--- src/rtl/base_fifo_sync_pkt.sv ---
// -----------------------------------------------------------------------------
// base_fifo_sync_pkt
//
// Single-clock FIFO of any power-of-two depth and any data width, with standard
// or first-word-fall-through (FWFT) read mode. Optional packet mode holds
// written words back from the reader until Commit, or rolls them back on
// Discard.
//
// Three CW-bit pointers, the top bit of each being the wrap bit:
//   wr : speculative write pointer (next free entry)
//   cm : commit pointer (end of the words the reader may see)
//   rd : read pointer (head entry; in FWFT mode the head shown on Dout keeps
//        its entry until it is consumed)
//
// Handshake semantics:
//   A write is accepted when Write=1 and Full=0. Both are sampled at the same
//   rising edge and Full is the registered value from before that edge, so a
//   simultaneous read never makes room for a write to a full FIFO. A rejected
//   write pulses Overflow for one cycle.
//   Standard mode: Read=1 with committed data available loads Dout and pulses
//   Valid on the next cycle; otherwise Underflow pulses and Valid=0.
//   FWFT mode: Valid=1 means Dout is the head word; Read=1 while Valid=1
//   consumes it, Read=1 while Valid=0 pulses Underflow.
//
// Ports:
//   Clk, ResetN           clock, synchronous active-low reset
//   Din, Write            write data and request
//   Commit, Discard       publish / drop uncommitted words (packet mode only)
//   Read                  read request (standard) or acknowledge (FWFT)
//   Dout, Valid           read data and its qualifier
//   Empty, Full           no readable word / occupancy equals Depth
//   ProgFull, ProgEmpty   programmable thresholds on WrDataCount / RdDataCount
//   WrDataCount           committed plus uncommitted words held
//   RdDataCount           committed words not yet consumed
//   Overflow, Underflow   one-cycle pulses for a rejected write / read
// -----------------------------------------------------------------------------
module base_fifo_sync_pkt #(
   parameter int Width          = 9,
   parameter int Depth          = 16,
   parameter int FirstWordFall  = 1,
   parameter int PacketMode     = 0,
   parameter int ProgFullValue  = 12,
   parameter int ProgEmptyValue = 5,
   localparam int CW            = $clog2(Depth) + 1
) (
   input  logic             Clk,
   input  logic             ResetN,
   input  logic [Width-1:0] Din,
   input  logic             Write,
   input  logic             Commit,
   input  logic             Discard,
   input  logic             Read,
   output logic [Width-1:0] Dout,
   output logic             Valid,
   output logic             Empty,
   output logic             Full,
   output logic             ProgFull,
   output logic             ProgEmpty,
   output logic [CW-1:0]    WrDataCount,
   output logic [CW-1:0]    RdDataCount,
   output logic             Overflow,
   output logic             Underflow
);

   localparam int AW = CW - 1;
   localparam logic [CW-1:0] DEPTH_C  = CW'(Depth);
   localparam logic [CW-1:0] PFULL_C  = CW'(ProgFullValue);
   localparam logic [CW-1:0] PEMPTY_C = CW'(ProgEmptyValue);

   logic [Width-1:0] mem [Depth];

   logic [CW-1:0] wr, cm, rd;
   logic [CW-1:0] wr_n, cm_n, rd_n;
   logic [CW-1:0] rd_avail;
   logic [CW-1:0] wr_cnt_n, rd_cnt_n;
   logic [AW-1:0] rd_idx;
   logic          wr_ok, wr_keep, do_commit, do_discard;
   logic          rd_ok, rd_fail, load, valid_n;

   always_comb begin
      rd_avail   = cm - rd;
      do_discard = (PacketMode != 0) && Discard;
      do_commit  = (PacketMode != 0) && Commit && !Discard;
      wr_ok      = Write && !Full;
      // A write landing in the same cycle as Discard belongs to the dropped packet.
      wr_keep    = wr_ok && !do_discard;

      if (FirstWordFall != 0) begin
         rd_ok   = Read && Valid;
         rd_fail = Read && !Valid;
      end else begin
         rd_ok   = Read && (rd_avail != '0);
         rd_fail = Read && (rd_avail == '0);
      end

      wr_n = do_discard ? cm : wr + CW'(wr_keep);
      cm_n = ((PacketMode == 0) || do_commit) ? wr_n : cm;
      rd_n = rd + CW'(rd_ok);

      wr_cnt_n = wr_n - rd_n;
      rd_cnt_n = cm_n - rd_n;

      if (FirstWordFall != 0) begin
         // The output register refills whenever it is empty or being consumed.
         // Only words committed before this edge (cm, not cm_n) may be shown,
         // which gives the one-cycle write-to-visibility delay.
         rd_idx = rd_n[AW-1:0];
         if (!Valid || Read) begin
            load    = (cm - rd_n) != '0;
            valid_n = load;
         end else begin
            load    = 1'b0;
            valid_n = 1'b1;
         end
      end else begin
         rd_idx  = rd[AW-1:0];
         load    = rd_ok;
         valid_n = rd_ok;
      end
   end

   always_ff @(posedge Clk) begin
      if (ResetN && wr_keep) begin
         mem[wr[AW-1:0]] <= Din;
      end
   end

   always_ff @(posedge Clk) begin
      if (!ResetN) begin
         wr          <= '0;
         cm          <= '0;
         rd          <= '0;
         Dout        <= '0;
         Valid       <= 1'b0;
         Empty       <= 1'b1;
         Full        <= 1'b0;
         ProgFull    <= 1'b0;
         ProgEmpty   <= 1'b1;
         WrDataCount <= '0;
         RdDataCount <= '0;
         Overflow    <= 1'b0;
         Underflow   <= 1'b0;
      end else begin
         wr          <= wr_n;
         cm          <= cm_n;
         rd          <= rd_n;
         if (load) begin
            Dout <= mem[rd_idx];
         end
         Valid       <= valid_n;
         Empty       <= (FirstWordFall != 0) ? !valid_n : (rd_cnt_n == '0);
         Full        <= wr_cnt_n == DEPTH_C;
         ProgFull    <= wr_cnt_n >= PFULL_C;
         ProgEmpty   <= rd_cnt_n <= PEMPTY_C;
         WrDataCount <= wr_cnt_n;
         RdDataCount <= rd_cnt_n;
         Overflow    <= Write && Full;
         Underflow   <= rd_fail;
      end
   end

endmodule

--- config.mk ---
export PLATFORM = sky130hd
export DESIGN_NAME = base_fifo_sync_pkt
export DESIGN_NICKNAME = d
export VERILOG_FILES = /design/src/rtl/base_fifo_sync_pkt.sv
export SDC_FILE = /design/constraint.sdc
export NUM_CORES = 1
export LEC_CHECK = 0
export CELL_PAD_IN_SITES_DETAIL_PLACEMENT = 0
export CELL_PAD_IN_SITES_GLOBAL_PLACEMENT = 1
export CORE_MARGIN = 1.5
export CORE_UTILIZATION = 55
export DETAILED_ROUTE_END_ITERATION = 16
export PLACE_DENSITY = 0.93
export SLEW_MARGIN = 30
export SYNTH_ARGS = -nofsm -noshare
export SYNTH_HDL_FRONTEND = slang
export SYNTH_SLANG_ARGS = --single-unit
--- constraint.sdc ---
create_clock -name Clk -period 10.1 [get_ports Clk]
set_input_delay 1.515 -clock Clk [delete_from_list [all_inputs] [get_ports Clk]]
set_output_delay 1.515 -clock Clk [all_outputs]
set_load 0.02 [all_outputs]
After elaboration in Yosys (flattened, before gate mapping)
Memories as Yosys holds them, arrays and structs flattened. A register that Yosys moved wholly into a read port is not among the register bits.
Cells that the tools add are included.
{ "op_classes": {"addsub": 4, "eq_ne": 1, "n_reduce_logical": 11, "muxes": 4, "order_cmp": 2} }
{ "ops": {"columns": ["cell", "count"], "rows": [
  ["5-bit by 1-bit adder with 5-bit output", 2],
  ["5-bit subtractor", 2],
  ["5-bit == test (second input constant)", 1],
  ["5-bit by 4-bit greater-or-equal comparator with 1-bit output (second input constant)", 1],
  ["5-bit by 3-bit <= comparator with 1-bit output (second input constant)", 1],
  ["1-bit logical AND", 5],
  ["5-bit nonzero test", 1],
  ["1-bit logical NOT", 4],
  ["1-bit 2-to-1 mux", 4],
  ["1-bit logical OR", 1]
]} }
{ "totals": {"mem_bits_rw": 144, "elab_cells": 33, "register_bits": 22, "output_inout_bits": 26, "in_bits": 15, "mem_count": 1} }
{ "memory_table": {"columns": ["name", "words", "word_bits", "rd", "rd_clocked_by_memory_dff", "write_ports", "line_no", "text"], "rows": [
  ["mem", 16, 9, 1, 1, 1, "70", "logic [Width-1:0] mem [Depth];"]
]} }

Longest topological paths before layout
Gate-level depths: netlist of run 1.
{ "depth": {"word_depth": 6, "ltp_mapped": 13, "ltp_nobuf": 10} }

Worst setup path before layout of run 1
Ideal clock, no wire load.
{ "synth_timing": {"path_type": "input -> register", "start": "input Read", "end": "register ProgFull", "slack_ns": 5.789, "arrival_ns": 4.196, "n_path_buf": 3, "setup_time_ns": 0.115, "required_ns": 9.985, "stages": 13, "cell_sequence": "and2_1 > ha_1 > ha_1 > buf_2 > buf_2 > buf_1 > xnor2_1 > ha_1 > a21oi_1 > maj3_1 > maj3_1 > xnor2_1 > o21a_1"} }
{ "synth_via": {"elab_chain_cells": 4} }
{ "synth_rtl": {"columns": ["item", "line_no", "text"], "rows": [
  ["start: declaration", "52", "input logic Read,"],
  ["1-bit logical AND", "89", "rd_ok = Read && Valid;"],
  ["5-bit by 1-bit adder with 5-bit output", "98", "rd_n = rd + CW'(rd_ok);"],
  ["via rd_n[1]", "73", "logic [CW-1:0] wr_n, cm_n, rd_n;"],
  ["5-bit subtractor", "100", "wr_cnt_n = wr_n - rd_n;"],
  ["5-bit by 4-bit greater-or-equal comparator with 1-bit output", "153", "ProgFull <= wr_cnt_n >= PFULL_C;"],
  ["end signal: assignment", "137", "ProgFull <= 1'b0;"],
  ["end signal: assignment", "153", null],
  ["end: declaration", "57", "output logic ProgFull,"]
]} }
The timed path passes the listed nets, and every way through them passes these cells.
A chain may end at the register's enable or synchronous reset.

Worst setup path in the final report of run 1
{ "layout_timing": {"start": "input Read", "end": "register Dout[4], read port of mem"} }
{ "layout_via": {"elab_chain_cells": 5, "elab_cells_between_ends": 6, "classes_between": "2 x add/sub; 1 x mux; 3 x reduce/logical"} }
{ "layout_rtl": {"columns": ["item", "line_no", "text"], "rows": [
  ["1-bit logical AND *", "89", null],
  ["5-bit by 1-bit adder with 5-bit output *", "98", null],
  ["via rd_n[0]", "73", null],
  ["5-bit subtractor", "109", "load = (cm - rd_n) != '0;"],
  ["5-bit nonzero test", "109", null],
  ["1-bit 2-to-1 mux", "108", "if (!Valid || Read) begin"],
  ["end: declaration", "53", "output logic [Width-1:0] Dout,"]
]} }
The timed path passes the listed nets; every way through them passes the cells marked *.

==> summary.txt, run 1 <==
Timing
  • Number of setup violations in the final report: 0
  • Final Max Tran Viols: 0
  • Tightest slew margin relative to the limit: 0.391
  • Setup tns final: 0 ns
  • Final period demand of the worst path: just under 5 ns
  • Number of endpoints with negative hold slack in the final report: 0
  • Max Fclk: 204 MHz
  • Final period util: 0.485
  • Final worst clock skew: 0.00663 ns
  • RSZ-0062 raised after global routing: no
  • Slew at the pin closest to its max-slew limit: 0.914 ns

Worst setup path
  • Startpoint kind of the worst setup timing path: input port
  • WP data arrival: 5.26 ns
  • Required time at the worst-slack endpoint: 10.46 ns
  • Worst Path Class, Setup: in2reg
  • Maximum fanout along the worst path: 39
  • Crit path capture type: register

Yosys
  • #FFs+latches synth: about 180
  • Top area cells in the synthesized netlist: sky130_fd_sc_hd__edfxtp_1 61%, sky130_fd_sc_hd__mux4_2 14%, sky130_fd_sc_hd__dfxtp_1 8.8%
  • Fraction of the yosys area taken by sequential cells: 0.699
  • Synth Area per Inst: about 18 µm²
  • Synth top area share: 0.612
  • Post-synthesis cell type with the largest combined area: sky130_fd_sc_hd__edfxtp_1
  • Number of distinct library cells after synthesis: 41
  • Dominant register cell in the synthesized netlist: sky130_fd_sc_hd__edfxtp_1
  • Post-Syn Area: 0.00707 mm²
  • Count of mapped cells out of synthesis: 386
  • Number of enable-type register cells in the synthesized netlist: roughly 140
  • Syn. warnings: 0
  • Fraction of synthesis flops using an asynchronous set or reset pin: 0
  • Syn nets: 408

Cells and area
  • Post-route design area: 0.00822 mm²
  • Area Growth Syn to Fin: 16.3%
  • Total Nets Final: approximately 450
  • FILL cells: 848
  • Reg area: 0.00494 mm²
  • Diodes inserted: 0
  • Proportion of layout cells with a drive suffix above 1: 0.215
  • Combined area of the multi-input logic cells: about 0.002 mm²

Clock tree
  • Number of gates given a new drive strength after cts: 0
  • Root Buffer Master: sky130_fd_sc_hd__clkbuf_16
  • Number of buffers inserted by hold repair at cts: 0
  • CTS HTree Levels: 4
  • Post CTS Setup Buffer Count: 0
  • Clk pin slew, worst setup/hold paths: 0.06 ns
  • Maximum count of clock buffers along a single path: 2
  • Clock Sinks: 175
  • CTS tree: done
  • Num CTS Buffers: 17
  • Clock Latency Late Sink: between 0.4 and 0.5 ns

Pwr
  • Static Leakage: 2.68 nW
  • Overall power consumption: 2.02 mW
  • Max rail drop VDD: 0.157 mV
  • Total power density per cell area: 246 mW/mm²

Global route
  • Congestion Overflow GR: 0
  • Global-route total usage across every layer: 0.226
  • Largest net degree at the start of global routing: 45
  • Global routing's busiest layer: met2
  • Global-route met1 utilization: 0.286
  • Via count of the first global-routing pass: 3632
  • Global-route track usage on met2: 0.373
  • Met3 demand-to-capacity share in global routing: 0.0555
  • Antenna violations before repair: 0
  • Global-route wire length before repair: roughly 21000 µm

Route
  • Drt first-iter violations: 265
  • Pre-Repair DR Iteration Count: 5
  • Via Count: 3532
  • DRC Markers: 0
  • Number of nets still failing antenna checks after routing: 0
  • Average via count per standard cell: 5.79
  • Post-DR wirelength/cell: 22.7 µm
  • Overall routed net length: 13900 µm

Die
  • # IOs: 41
  • Die Width: roughly 120 µm
  • Initial Util: 0.563
  • Die area: ~0.014 mm²
  • Core Box Area: 0.0126 mm²
  • Die height: 116 µm
  • Total number of placement rows: slightly above 40

Placement
  • Total cell area at the placement stage: 0.00761 mm²
  • Final Wtd Congestion: 0.799
  • Detail Placement HPWL: between 8000 and 9000 µm
  • Input/output buffers: 38

Status
  • Outcome: finished clean

Worst hold path
  • Min-Delay Path Class: reg2reg

Job
  • Count of maximum capacitance violations: 0
==> where the power goes <==
| group | switching (mW) | internal (mW) |
|---|---|---|
| clock | 0.259 | 0.411 |
| sequential | 0.0179 | 0.820 |
| combinational | 0.246 | 0.266 |
| total | 0.524 | 1.50 |
==> cells by family (layout without fill, tap and decap cells) <==
| logic type | after synthesis | in the layout | synth area share |
|---|---|---|---|
| XOR/XNOR | 18 | 18 | 0.0290 |
| multiplexers | 55 | 55 | 0.157 |
| flip-flops | 175 | 175 | 0.699 |
| AO/OA/AOI/OAI | 13 | 13 | 0.0154 |
| buffers and inverters | 31 | 83 | 0.0225 |
| AND/OR/NAND/NOR | 84 | 84 | 0.0596 |
| adder cells (fa/ha/maj) | 10 | 10 | 0.0166 |
==> worst max-delay path, stage by stage <==
cell                              delay, ns
sky130_fd_sc_hd__clkdlybuf4s50_1       0.48
sky130_fd_sc_hd__and2_1                0.18
sky130_fd_sc_hd__ha_2                  0.30
sky130_fd_sc_hd__buf_4                 0.57
sky130_fd_sc_hd__ha_1                  0.29
sky130_fd_sc_hd__o21bai_1              0.08
sky130_fd_sc_hd__and2_1                0.23
sky130_fd_sc_hd__or3_1                 0.33
sky130_fd_sc_hd__a21o_1                0.24
sky130_fd_sc_hd__o32ai_2               0.76
sky130_fd_sc_hd__mux2i_1               0.28
==> synth_stat cells, drive strengths merged, types with 2 or more instances <==
cell and count:
a21o 2, o21ai 3, xnor2 12, and2 14, and3 5, dfxtp 31, nand4 3, buf 17
clkbuf 8, nor3 6, mux4 45, nor2 16, edfxtp 144, mux2i 10, xor2 4, maj3 3
nand2 24, nand3 2, nor2b 8, ha 7, inv 6
==> stage by stage <==
step            util  worst slack (ns)  instances  hold WS, ns
6_report       0.654              5.20        610        0.460
3_3_place_gp   0.604              4.79        579        0.447
5_1_grt        0.654              4.91        610        0.477
3_5_place_dp   0.606              4.70        579        0.454
2_1_floorplan      -              5.79        386        0.533
4_1_cts        0.653              5.13        610        0.462
==> final timing paths <==
| check | startpoint | end | slack (ns) | cells past startpoint |
|---|---|---|---|---|
| max reg2reg | Valid$_SDFF_PN0_ | Dout[4]$_SDFFE_PN0P_ | 6.46 | 10 |
| min | Dout[3]$_SDFFE_PN0P_ | Dout[3]$_SDFFE_PN0P_ | 0.46 | 2 |
| max | Read | Dout[4]$_SDFFE_PN0P_ | 5.20 | 11 |
| min reg2reg | Dout[3]$_SDFFE_PN0P_ | Dout[3]$_SDFFE_PN0P_ | 0.46 | 2 |
==> state kept, by name, indices dropped and copies added, names as in the netlist <==
signal	flops
Empty	1
Valid	1
cm	5
Overflow	1
Underflow	1
Full	1
ProgFull	1
RdDataCount	5
rd	5
ProgEmpty	1
Dout	9
mem	144
==> layout by cell type (no fill, tap or decap), types with 2 or more instances in the layout <==
master,instances
sky130_fd_sc_hd__clkdlybuf4s50_1,38
sky130_fd_sc_hd__nor2b_1,8
sky130_fd_sc_hd__and3_1,5
sky130_fd_sc_hd__ha_1,6
sky130_fd_sc_hd__and2_1,14
sky130_fd_sc_hd__clkinv_1,3
sky130_fd_sc_hd__nor3_1,6
sky130_fd_sc_hd__nand3_1,2
sky130_fd_sc_hd__nand2_1,24
sky130_fd_sc_hd__dfxtp_1,31
sky130_fd_sc_hd__mux4_2,45
sky130_fd_sc_hd__nand4_1,3
sky130_fd_sc_hd__xnor2_1,12
sky130_fd_sc_hd__a21o_1,2
sky130_fd_sc_hd__buf_4,8
sky130_fd_sc_hd__bufinv_16,4
sky130_fd_sc_hd__clkbuf_1,3
sky130_fd_sc_hd__maj3_1,3
sky130_fd_sc_hd__edfxtp_1,144
sky130_fd_sc_hd__clkinvlp_4,2
sky130_fd_sc_hd__clkbuf_16,17
sky130_fd_sc_hd__xor2_1,3
sky130_fd_sc_hd__nor2_2,12
sky130_fd_sc_hd__mux2i_1,10
sky130_fd_sc_hd__inv_1,6
sky130_fd_sc_hd__o21ai_0,3
sky130_fd_sc_hd__nor2_1,4
==> metal layers <==
layer	vias up	wire [µm]
li1	1581	-
met1	1777	5370
met2	145	7230
met3	29	892
met4	0	382
met5	-	0
==> cell type report <==
type	count	share of cell area
repair buffers	46	0.0536
clock buffers	20	0.0531
clock inverters	11	0.0199
inverters	6	0.00274
well taps	172	0.0262
flip-flops and latches	175	0.601
multi-input cells	180	0.243
No activity file was read; power rests on OpenSTA's default activity.
==> inputs of run 2 (changes only) <==
--- a/config.mk
+++ b/config.mk
@@ -8,9 +8,9 @@
 export CELL_PAD_IN_SITES_DETAIL_PLACEMENT = 0
 export CELL_PAD_IN_SITES_GLOBAL_PLACEMENT = 1
 export CORE_MARGIN = 1.5
-export CORE_UTILIZATION = 55
+export CORE_UTILIZATION = 46
 export DETAILED_ROUTE_END_ITERATION = 16
-export PLACE_DENSITY = 0.93
+export PLACE_DENSITY = 0.84
 export SLEW_MARGIN = 30
 export SYNTH_ARGS = -nofsm -noshare
 export SYNTH_HDL_FRONTEND = slang
==> constraint.sdc (replaced) <==
create_clock -name Clk -period 4.35 [get_ports Clk]
set_input_delay 0.6525 -clock Clk [delete_from_list [all_inputs] [get_ports Clk]]
set_output_delay 0.6525 -clock Clk [all_outputs]
set_load 0.02 [all_outputs]
==> run 2 against run 1 <==
Clock-buffer cell count decreased by 3; first-iteration DRC count rose by 33%; critical endpoint is now ProgEmpty$_SDFF_PN1_; sequential share of layout area about the same; cell count grew 3.1%; hold slack worse by 0.0014 ns; combinational power up 140%; routed wire length down 4.4%.
==> summary.txt, run 2 (synthesis gave the netlist of run 1 again) <==
Cells and area
  • Commonest cells after routing, fill and taps aside: 144 x sky130_fd_sc_hd__edfxtp_1, 45 x sky130_fd_sc_hd__mux4_2, 38 x sky130_fd_sc_hd__clkdlybuf4s50_1, 31 x sky130_fd_sc_hd__dfxtp_1, 24 x sky130_fd_sc_hd__nand2_1 (unchanged)
  • Leading cell type in the layout, fill and taps excluded: sky130_fd_sc_hd__edfxtp_1 (unchanged)
  • FILL cells: 1147 (was 848)
  • Diodes inserted: 0 (unchanged)
  • Area Growth Syn to Fin: 16.3% (about the same)
  • Total Nets Final: 451 (was 448)
  • Proportion of layout cells with a drive suffix above 1: 0.215 (about the same)
  • Flip-flop count of the largest register, all copies and words added: 144 (unchanged)

Global route
  • Antenna violations before repair: 0 (unchanged)
  • Congestion Overflow GR: 0 (unchanged)
  • Global-route wire length before repair: 20900 µm (was 21000 µm)
  • Via count of the first global-routing pass: 3615 (was 3632)
  • Global-route total usage across every layer: 0.179 (was 0.226)
  • Largest net degree at the start of global routing: 38 (was 45)

Clock tree
  • CTS HTree Levels: 4 (unchanged)
  • Number of buffers inserted by hold repair at cts: 0 (unchanged)
  • Post CTS Setup Buffer Count: 0 (unchanged)
  • Root Buffer Master: sky130_fd_sc_hd__clkbuf_16 (unchanged)
  • Clock Latency Late Sink: 0.43 ns (about the same)
  • CTS tree: done (unchanged)
  • Num CTS Buffers: 17 (unchanged)
  • Maximum count of clock buffers along a single path: 2 (unchanged)
  • Clock Sinks: 175 (unchanged)
  • Number of gates given a new drive strength after cts: 0 (unchanged)
  • Clk pin slew, worst setup/hold paths: 0.07 ns (was 0.06 ns)

Timing
  • Final period demand of the worst path: 3.29 ns
  • Slew at the pin closest to its max-slew limit: 0.932 ns (was 0.914 ns)
  • Number of endpoints with negative hold slack in the final report: 0 (unchanged)
  • Tightest slew margin relative to the limit: 0.376 (was 0.391)
  • Final worst clock skew: 0.00827 ns (was 0.00663 ns)
  • Number of setup violations in the final report: 0 (unchanged)
  • Hold slack final: 0.458 ns (was 0.460 ns)
  • Max Fclk: 304 MHz
  • Final Max Tran Viols: 0 (unchanged)
  • Final period util: 0.755
  • Setup tns final: 0 ns (unchanged)
  • RSZ-0062 raised after global routing: no (unchanged)

Placement
  • Input/output buffers: 38 (unchanged)
  • Detail Placement HPWL: 8630 µm (was 8180 µm)
  • Final Wtd Congestion: 0.753 (was 0.799)

Route
  • Pre-Repair DR Iteration Count: 5 (unchanged)
  • Number of nets still failing antenna checks after routing: 0 (unchanged)
  • Via Count: 3489 (was 3532)
  • Average via count per standard cell: 5.55 (was 5.79)
  • Metal3 WL: 746 µm (was 892 µm)
  • Overall routed net length: 13300 µm (was 13900 µm)
  • Highest metal layer with signal wires: met4 (unchanged)
  • Drt first-iter violations: 353 (was 265)
  • Met2 wire length: 6270 µm (was 7230 µm)
  • DRC Markers: 0 (unchanged)
  • Post-DR wirelength/cell: 21.1 µm (was 22.7 µm)
  • Met1 Routed Length: 6070 µm (was 5370 µm)

Worst setup path
  • Critical path cell sequence: clkdlybuf4s50_1 -> nor2b_1 -> and2_1 -> ha_1 -> xnor2_1 -> ha_1 -> a21oi_1 -> maj3_1 -> maj3_1 -> xnor2_1 -> o21ai_0 (was clkdlybuf4s50_1 -> and2_1 -> ha_2 -> buf_4 -> ha_1 -> o21bai_1 -> and2_1 -> or3_1 -> a21o_1 -> o32ai_2 -> mux2i_1)
  • WP data arrival: 3.58 ns (was 5.26 ns)
  • Maximum fanout along the worst path: 6 (was 39)
  • Endpoint of the most critical register-to-register path: ProgEmpty$_SDFF_PN1_ (was Dout[4]$_SDFFE_PN0P_)
  • Startpoint kind of the worst setup timing path: input port (unchanged)
  • Timing startpoint of the critical path: Write (was Read)
  • Crit path capture type: register (unchanged)
  • Capture point of the worst path: ProgEmpty$_SDFF_PN1_ (was Dout[4]$_SDFFE_PN0P_)
  • FF-to-FF setup slack: 1.46 ns (was 6.46 ns)
  • Worst Path Class, Setup: in2reg (unchanged)
  • Startpoint of the worst register-to-register path: Full$_SDFF_PN0_ (was Valid$_SDFF_PN0_)
  • Required time at the worst-slack endpoint: 4.64 ns (was 10.46 ns)
  • Max incr delay on CP: 0.46 ns (was 0.76 ns)
  • Worst reg2reg path depth: 10 (unchanged)
  • Standard cell with the maximum stage delay on the critical path: sky130_fd_sc_hd__clkdlybuf4s50_1 (was sky130_fd_sc_hd__o32ai_2)

Job
  • Count of maximum capacitance violations: 0 (unchanged)

Pwr
  • Static Leakage: 2.69 nW (was 2.68 nW)
  • Relative contribution of sequential cells to total power: 0.420 (was 0.415)
  • Total power density per cell area: 565 mW/mm² (was 246 mW/mm²)
  • Max rail drop VDD: 0.356 mV (was 0.157 mV)
  • Relative contribution of the clock network to total power: 0.312 (was 0.332)
  • Power spent charging and discharging nets: 1.29 mW (was 0.524 mW)
  • Gate power share: 0.268 (was 0.253)
  • Switching share of total power: 0.279 (was 0.259)
  • Internal power contribution: 3.35 mW (was 1.50 mW)

Die
  • # IOs: 41 (unchanged)
  • Initial Util: 0.469 (was 0.563)
  • Total number of placement rows: 45 (was 41)
  • Die Width: 127 µm (was 116 µm)
  • Core Box Area: 0.0151 mm² (was 0.0126 mm²)
  • Die height: 127 µm (was 116 µm)
  • Die area: 0.0161 mm² (was 0.0135 mm²)

Worst hold path
  • Min-Delay Path Class: reg2reg (unchanged)
  • Number of instances on the worst hold path: 2 (unchanged)

Status
  • Outcome: finished clean (unchanged)
## run 2: changes by cell type in the layout (fill, tap and decap cells not counted), sizes merged
cell / change
buf: +3
bufinv: -3
clkbuf: -3
clkinv: +1
clkinvlp: +1
inv: +4
## run 2: power groups by stage
stage / Sequential, mW / Combinational, mW / Clock (mW)
finish: 1.95 / 1.24 / 1.45
global placement: 1.98 / 1.23 / 0
global route: 1.96 / 1.34 / 1.52
floorplan: 2.06 / 0.815 / 0
detailed placement: 1.99 / 1.25 / 0
CTS: 1.95 / 1.26 / 1.47
## run 2: worst min path at each step
stage	from	to	slack (ns)
finish	Dout[1]$_SDFFE_PN0P_	Dout[1]$_SDFFE_PN0P_	0.46
global route	Dout[4]$_SDFFE_PN0P_	Dout[4]$_SDFFE_PN0P_	0.49
CTS	Dout[1]$_SDFFE_PN0P_	Dout[1]$_SDFFE_PN0P_	0.46
detailed placement	Dout[1]$_SDFFE_PN0P_	Dout[1]$_SDFFE_PN0P_	0.45
global placement	Dout[3]$_SDFFE_PN0P_	Dout[3]$_SDFFE_PN0P_	0.45
floorplan	rd[4]$_SDFF_PN0_	rd[4]$_SDFF_PN0_	0.53
## run 2: area by class of cell
| class | instances | area [µm²] | area share |
|---|---|---|---|
| Multi-Input combinational cell | 180 | 1980 | 0.241 |
| Clock buffer | 17 | 425 | 0.0518 |
| Inverter | 6 | 22.5 | 0.00274 |
| Sequential cell | 175 | 4940 | 0.602 |
| Tap cell | 188 | 235 | 0.0286 |
| Timing Repair Buffer | 49 | 475 | 0.0578 |
| Clock inverter | 14 | 135 | 0.0164 |
## run 2: worst max-delay path, delay by kind of cell
family,cells,cell delay (ns)
and+or+nand+nor,2,0.68
xor gates and xnor gates,2,0.43
AOI/OAI and AO/OA,2,0.20
adders and majority gates,4,1.15
buffers and inverters,1,0.46
## run 2: stage by stage
stage	power, mW	setup slack [ns]	instance area, µm²	cells	util
final	4.64	1.06	8220	629	0.545
after global routing	4.82	0.829	8220	629	0.545
after CTS	4.68	1.06	8210	629	0.544
after detailed placement	3.24	0.625	7650	598	0.507
after global placement	3.21	0.698	7650	598	0.507
after floorplan	2.87	0.901	7070	386	-
## run 2: layer usage
layer  up-vias  track usage
met5         -            0
met4         0       0.0722
met3        16       0.0419
met2        97        0.270
met1      1799        0.255
li1       1577            -
==> edit 1: new RTL, settings of run 2 <==
The parameter `FirstWordFall` goes from 1 to 0.
--- a/src/rtl/base_fifo_sync_pkt.sv
+++ b/src/rtl/base_fifo_sync_pkt.sv
@@ -38,5 +38,5 @@
    parameter int Width          = 9,
    parameter int Depth          = 16,
-   parameter int FirstWordFall  = 1,
+   parameter int FirstWordFall  = 0,
    parameter int PacketMode     = 0,
    parameter int ProgFullValue  = 12,
Check against the original RTL: not equivalent (Yosys sat finds a counterexample within 4 cycles, from zero or initial values and one cycle with ResetN low).
==> edit 1 against run 2 <==
  * Worst setup slack got worse by 0.83 ns
  * Sequential cell count stayed put
  * Largest power group unchanged
  * Wire length rose by 0.31%
  * Synthesized area down 0.18%
  * Synthesized cell count grew 5.4%
  * Power decreased by 1.7%
  * Final area is 0.44% lower
  * Global-route usage decreased by 0.083 points
  * Sequential share of layout area rose by 0.28 points
==> edit 1: results (changes against run 2) <==
Run status
  • Status: finished, final reports clean

Cells and area
  • Max reg flops: 144 (unchanged)
  • Nets: 475 (+5.3%)
  • Final cell count without fillers: 650 (+3.3%)
  • Share of layout cells above drive strength 1: 22.1% (+0.54 points)
  • Antenna diode count: 0 (unchanged)
  • Layout fillers: 1170 (+2.0%)

Worst hold path
  • Worst Hold Depth: 2 (unchanged)
  • Hold Path End: Dout[7]
  • HP Start: Dout[7]

Routing
  • Detailed Route Iter0 Violations: 312 (-12%)
  • Met1 Wirelength: 5940 µm (-2.2%)
  • Drc violations: 0 (unchanged)
  • Metal3 WL: 848 µm (+14%)
  • Routed wl met2: 6310 µm (+0.65%)
  • Via count: 3695 (+5.9%)
  • Drt total wl: 13300 µm (+0.31%)

Critical path
  • Worst flop-to-flop path startpoint: cm[1]
  • Crit-path slowest cell: or4_4
  • Reg2reg end: Empty
  • CP Max Fanout: 7 (+1)
  • Critical Path Max Stage Delay: 0.53 ns (+0.07 ns)
  • Worst path arrival time: 4.44 ns (+0.86 ns)
  • Worst R2R Setup Slack: 0.23 ns (-1.23 ns)
  • Worst r2r path cells: 12 (+2)

Global routing
  • Largest net degree at the start of global routing: 39 (+2.6%)
  • First-pass GRT wire length: 20700 µm (-0.86%)
  • Vias in the first global route: 3762 (+4.1%)
  • Total track usage: 17.8% (-0.083 points)
  • Initial antenna violation count: 0 (unchanged)

Synthesis
  • Syn_nets: 433 (+6.1%)
  • Distinct cells, synth: 45 (+9.8%)
  • Sequential fraction of the synthesis area: 70.1% (+0.12 points)
  • Top FF cell, synth: edfxtp_1
  • Ys Warns: 0 (unchanged)
  • Main area contributors after synthesis: edfxtp_1, mux4_2, dfxtp_1, a22oi_1, ha_1
  • Mean Syn Cell Area: 17.3 µm² (-5.3%)
  • Leading cell types by count after synthesis: edfxtp_1, mux4_2, dfxtp_1

Place
  • GP Congestion: 0.735 (-2.3%)
  • Placed insts: 618 (+3.3%)
  • Port Buffers: 38 (unchanged)
  • Placed wire-length estimate: 8460 µm (-1.9%)

Power
  • Leakage power: 2.67 nW (-0.48%)
  • Worst vdd ir: 0.000315 V (-12%)

Timing
  • WHS: 0.465 ns (+0.00668 ns)
  • Clock Skews: 0.00884 ns (+0.000569 ns)
  • Max_slew headroom: 39.2% (+1.6 points)

Clock tree
  • Resized cells post-CTS: 0 (unchanged)
  • CTS root buf: clkbuf_16
==> edit 1: cell types whose count changed after synthesis, sizes merged, moves of 10 or more <==
cell,before,now
nor2,16,28
and2,14,3
a22oi,0,18
nand3,2,13
mux2i,10,0
==> edit 1: cell type report <==
type / count / area (µm²) / share of cell area [%]
Timing Repair Buffer: 50 / 470 / 5.75
Inverter: 10 / 37.5 / 0.459
Sequential cell: 175 / 4950 / 60.4
Tap cell: 188 / 235 / 2.87
Clock inverter: 11 / 121 / 1.48
Clock buffer: 21 / 440 / 5.38
Multi-Input combinational cell: 195 / 1930 / 23.6
==> edit 1: logic make-up (layout without fill, tap and decap cells) <==
logic type	after synthesis	in the layout	share of synthesized area (%)
AOI/OAI and AO/OA	47	47	5.25
xor gates and xnor gates	18	18	2.62
adders and majority gates	13	13	2.34
buffers and inverters	37	92	2.69
DFF	175	175	70.1
muxes	37	37	11.6
and+or+nand+nor	80	80	5.39
==> edit 1: through the flow <==
step                setup WS [ns]  area (µm²)
floorplan                  0.0215        7080
global placement            0.301        7610
detailed placement          0.255        7610
CTS                         0.228        8170
global route               0.0592        8180
finish                      0.234        8180
==> edit 1: per-layer routing <==
layer	global-route usage [%]	vias to the layer above
met5	0	-
met4	7.42	0
met3	4.77	15
met2	27.4	130
met1	24.3	1884
li1	-	1666
==> edit 1: power by group <==
group	leakage, nW	switching [mW]	internal, mW
Sequential	1.55	0.0465	1.91
Combinational	0.852	0.601	0.543
Clock	0.271	0.658	0.807
==> edit 1: worst max-delay path by stage <==
stage / startpoint / to / slack (ns)
6_report: cm[1] / Empty / 0.23
5_1_grt: cm[1] / Empty / 0.06
4_1_cts: cm[1] / Empty / 0.23
3_5_place_dp: cm[1] / Empty / 0.26
3_3_place_gp: cm[1] / Empty / 0.30
2_1_floorplan: rd[1] / Empty / 0.02
==> edit 1: worst register-to-register path, delay by kind of cell, from the launching register on <==
family	cells	cell delay (ns)
adders and majority gates	6	2.03
AOI/OAI and AO/OA	2	0.50
DFF	1	0.46
and+or+nand+nor	3	0.82
xor gates and xnor gates	1	0.20
==> edit 2: new RTL, settings of run 2 <==
Made on the original files. The output `Overflow` loses its register stage (`Overflow` becomes a continuous assignment). Comments in the files are not updated.
--- a/src/rtl/base_fifo_sync_pkt.sv
+++ b/src/rtl/base_fifo_sync_pkt.sv
@@ -139,5 +139,4 @@
          WrDataCount <= '0;
          RdDataCount <= '0;
-         Overflow    <= 1'b0;
          Underflow   <= 1'b0;
       end else begin
@@ -155,9 +154,10 @@
          WrDataCount <= wr_cnt_n;
          RdDataCount <= rd_cnt_n;
-         Overflow    <= Write && Full;
          Underflow   <= rd_fail;
       end
    end
 
+   assign Overflow = Write && Full;
+
 endmodule
 
Function: no difference found for any inputs over 10 cycles, from zero or initial values and one cycle with ResetN low; that may be too few to reach the edited logic, so the function may still have changed.
==> edit 2 against run 2 <==
  * Final area rose by 1.2%
  * Core utilization up 0.66 points
  * Worst setup slack gained 0.048 ns
  * Wire length increased by 1.3%
  * Power is 2.3% higher
  * Count of clock-buffer cells in the layout is 1 higher
  * Sequential cell count is 1 lower
  * Sequential share of layout area is 0.96 points lower
  * First-iteration DRC count up 3.7%
  * Synthesized area shrank 0.19%
  * Critical path type unchanged
==> edit 2: results (changes against run 2) <==
Run status
  • Status: finished, final reports clean

Synthesis
  • Fraction of the mapped netlist area in adder cells: 1.67% (+0.0032 points)
  • Distinct cells, synth: 42 (+2.4%)
  • Post-synthesis cell count: 385 (-0.26%)
  • Leading cell types by count after synthesis: edfxtp_1, mux4_2, dfxtp_1
  • Mux share of post-synthesis cell area: 15.8% (+0.031 points)
  • Main area contributors after synthesis: edfxtp_1, mux4_2, dfxtp_1, xnor2_1, mux2i_1

Routing
  • Wire length per cell: 21.1 µm (-0.12%)
  • Routed wl met2: 6700 µm (+6.9%)
  • Via count: 3528 (+1.1%)
  • Routed vias/inst: 5.53 (-0.31%)

Power
  • Worst vdd ir: 0.000340 V (-4.6%)
  • Int Power: 3.50 mW (+4.7%)
  • Pwr Total: 4.75 mW (+2.3%)
  • Clk. pwr: 1.59 mW (+9.7%)

Place
  • Pre-CTS WS: 0.639 ns (+0.0144 ns)
  • Placed wire-length estimate: 8410 µm (-2.5%)
  • Placed instance area: 0.00770 mm² (+0.74%)

Worst hold path
  • Hold Path End: Dout[6]
  • HP Start: Dout[6]

Timing
  • WHS: 0.460 ns (+0.00186 ns)
  • Worst slew pin tran: 0.697 ns (-0.235 ns)

Global routing
  • Total track usage: 18.0% (+0.12 points)
  • Largest net degree at the start of global routing: 42 (+11%)
  • Met1 Use GR: 24.2% (-1.3 points)
  • Vias in the first global route: 3621 (+0.17%)

Critical path
  • Worst flop-to-flop path startpoint: Valid
  • CP Max Fanout: 9 (+3)
-- edit 2: critical path: stages --
cell	delay, ns
clkdlybuf4s50_1	0.47
and2_1	0.18
ha_2	0.55
ha_1	0.24
o21bai_1	0.08
and2_1	0.21
or3_1	0.31
a21o_1	0.22
o32ai_2	0.21
buf_4	0.25
mux2i_1	0.21
-- edit 2: how the worst max path moves through the flow --
stage	start	slack, ns	end
final	Read	1.11	Dout[3]
after global routing	Read	0.93	Dout[3]
after CTS	Read	1.08	Dout[3]
after detailed placement	Read	0.64	Dout[3]
after global placement	Read	0.75	Dout[1]
after floorplan	Read	1.04	ProgFull
-- edit 2: area by class of cell --
class	instances	area, µm²	area share (%)
Sequential cell	174	4920	59.2
Multi-Input combinational cell	181	1990	23.9
Timing Repair Buffer	57	536	6.44
Clock buffer	18	429	5.16
Tap cell	188	235	2.83
Clock inverter	14	188	2.26
Inverter	6	22.5	0.271
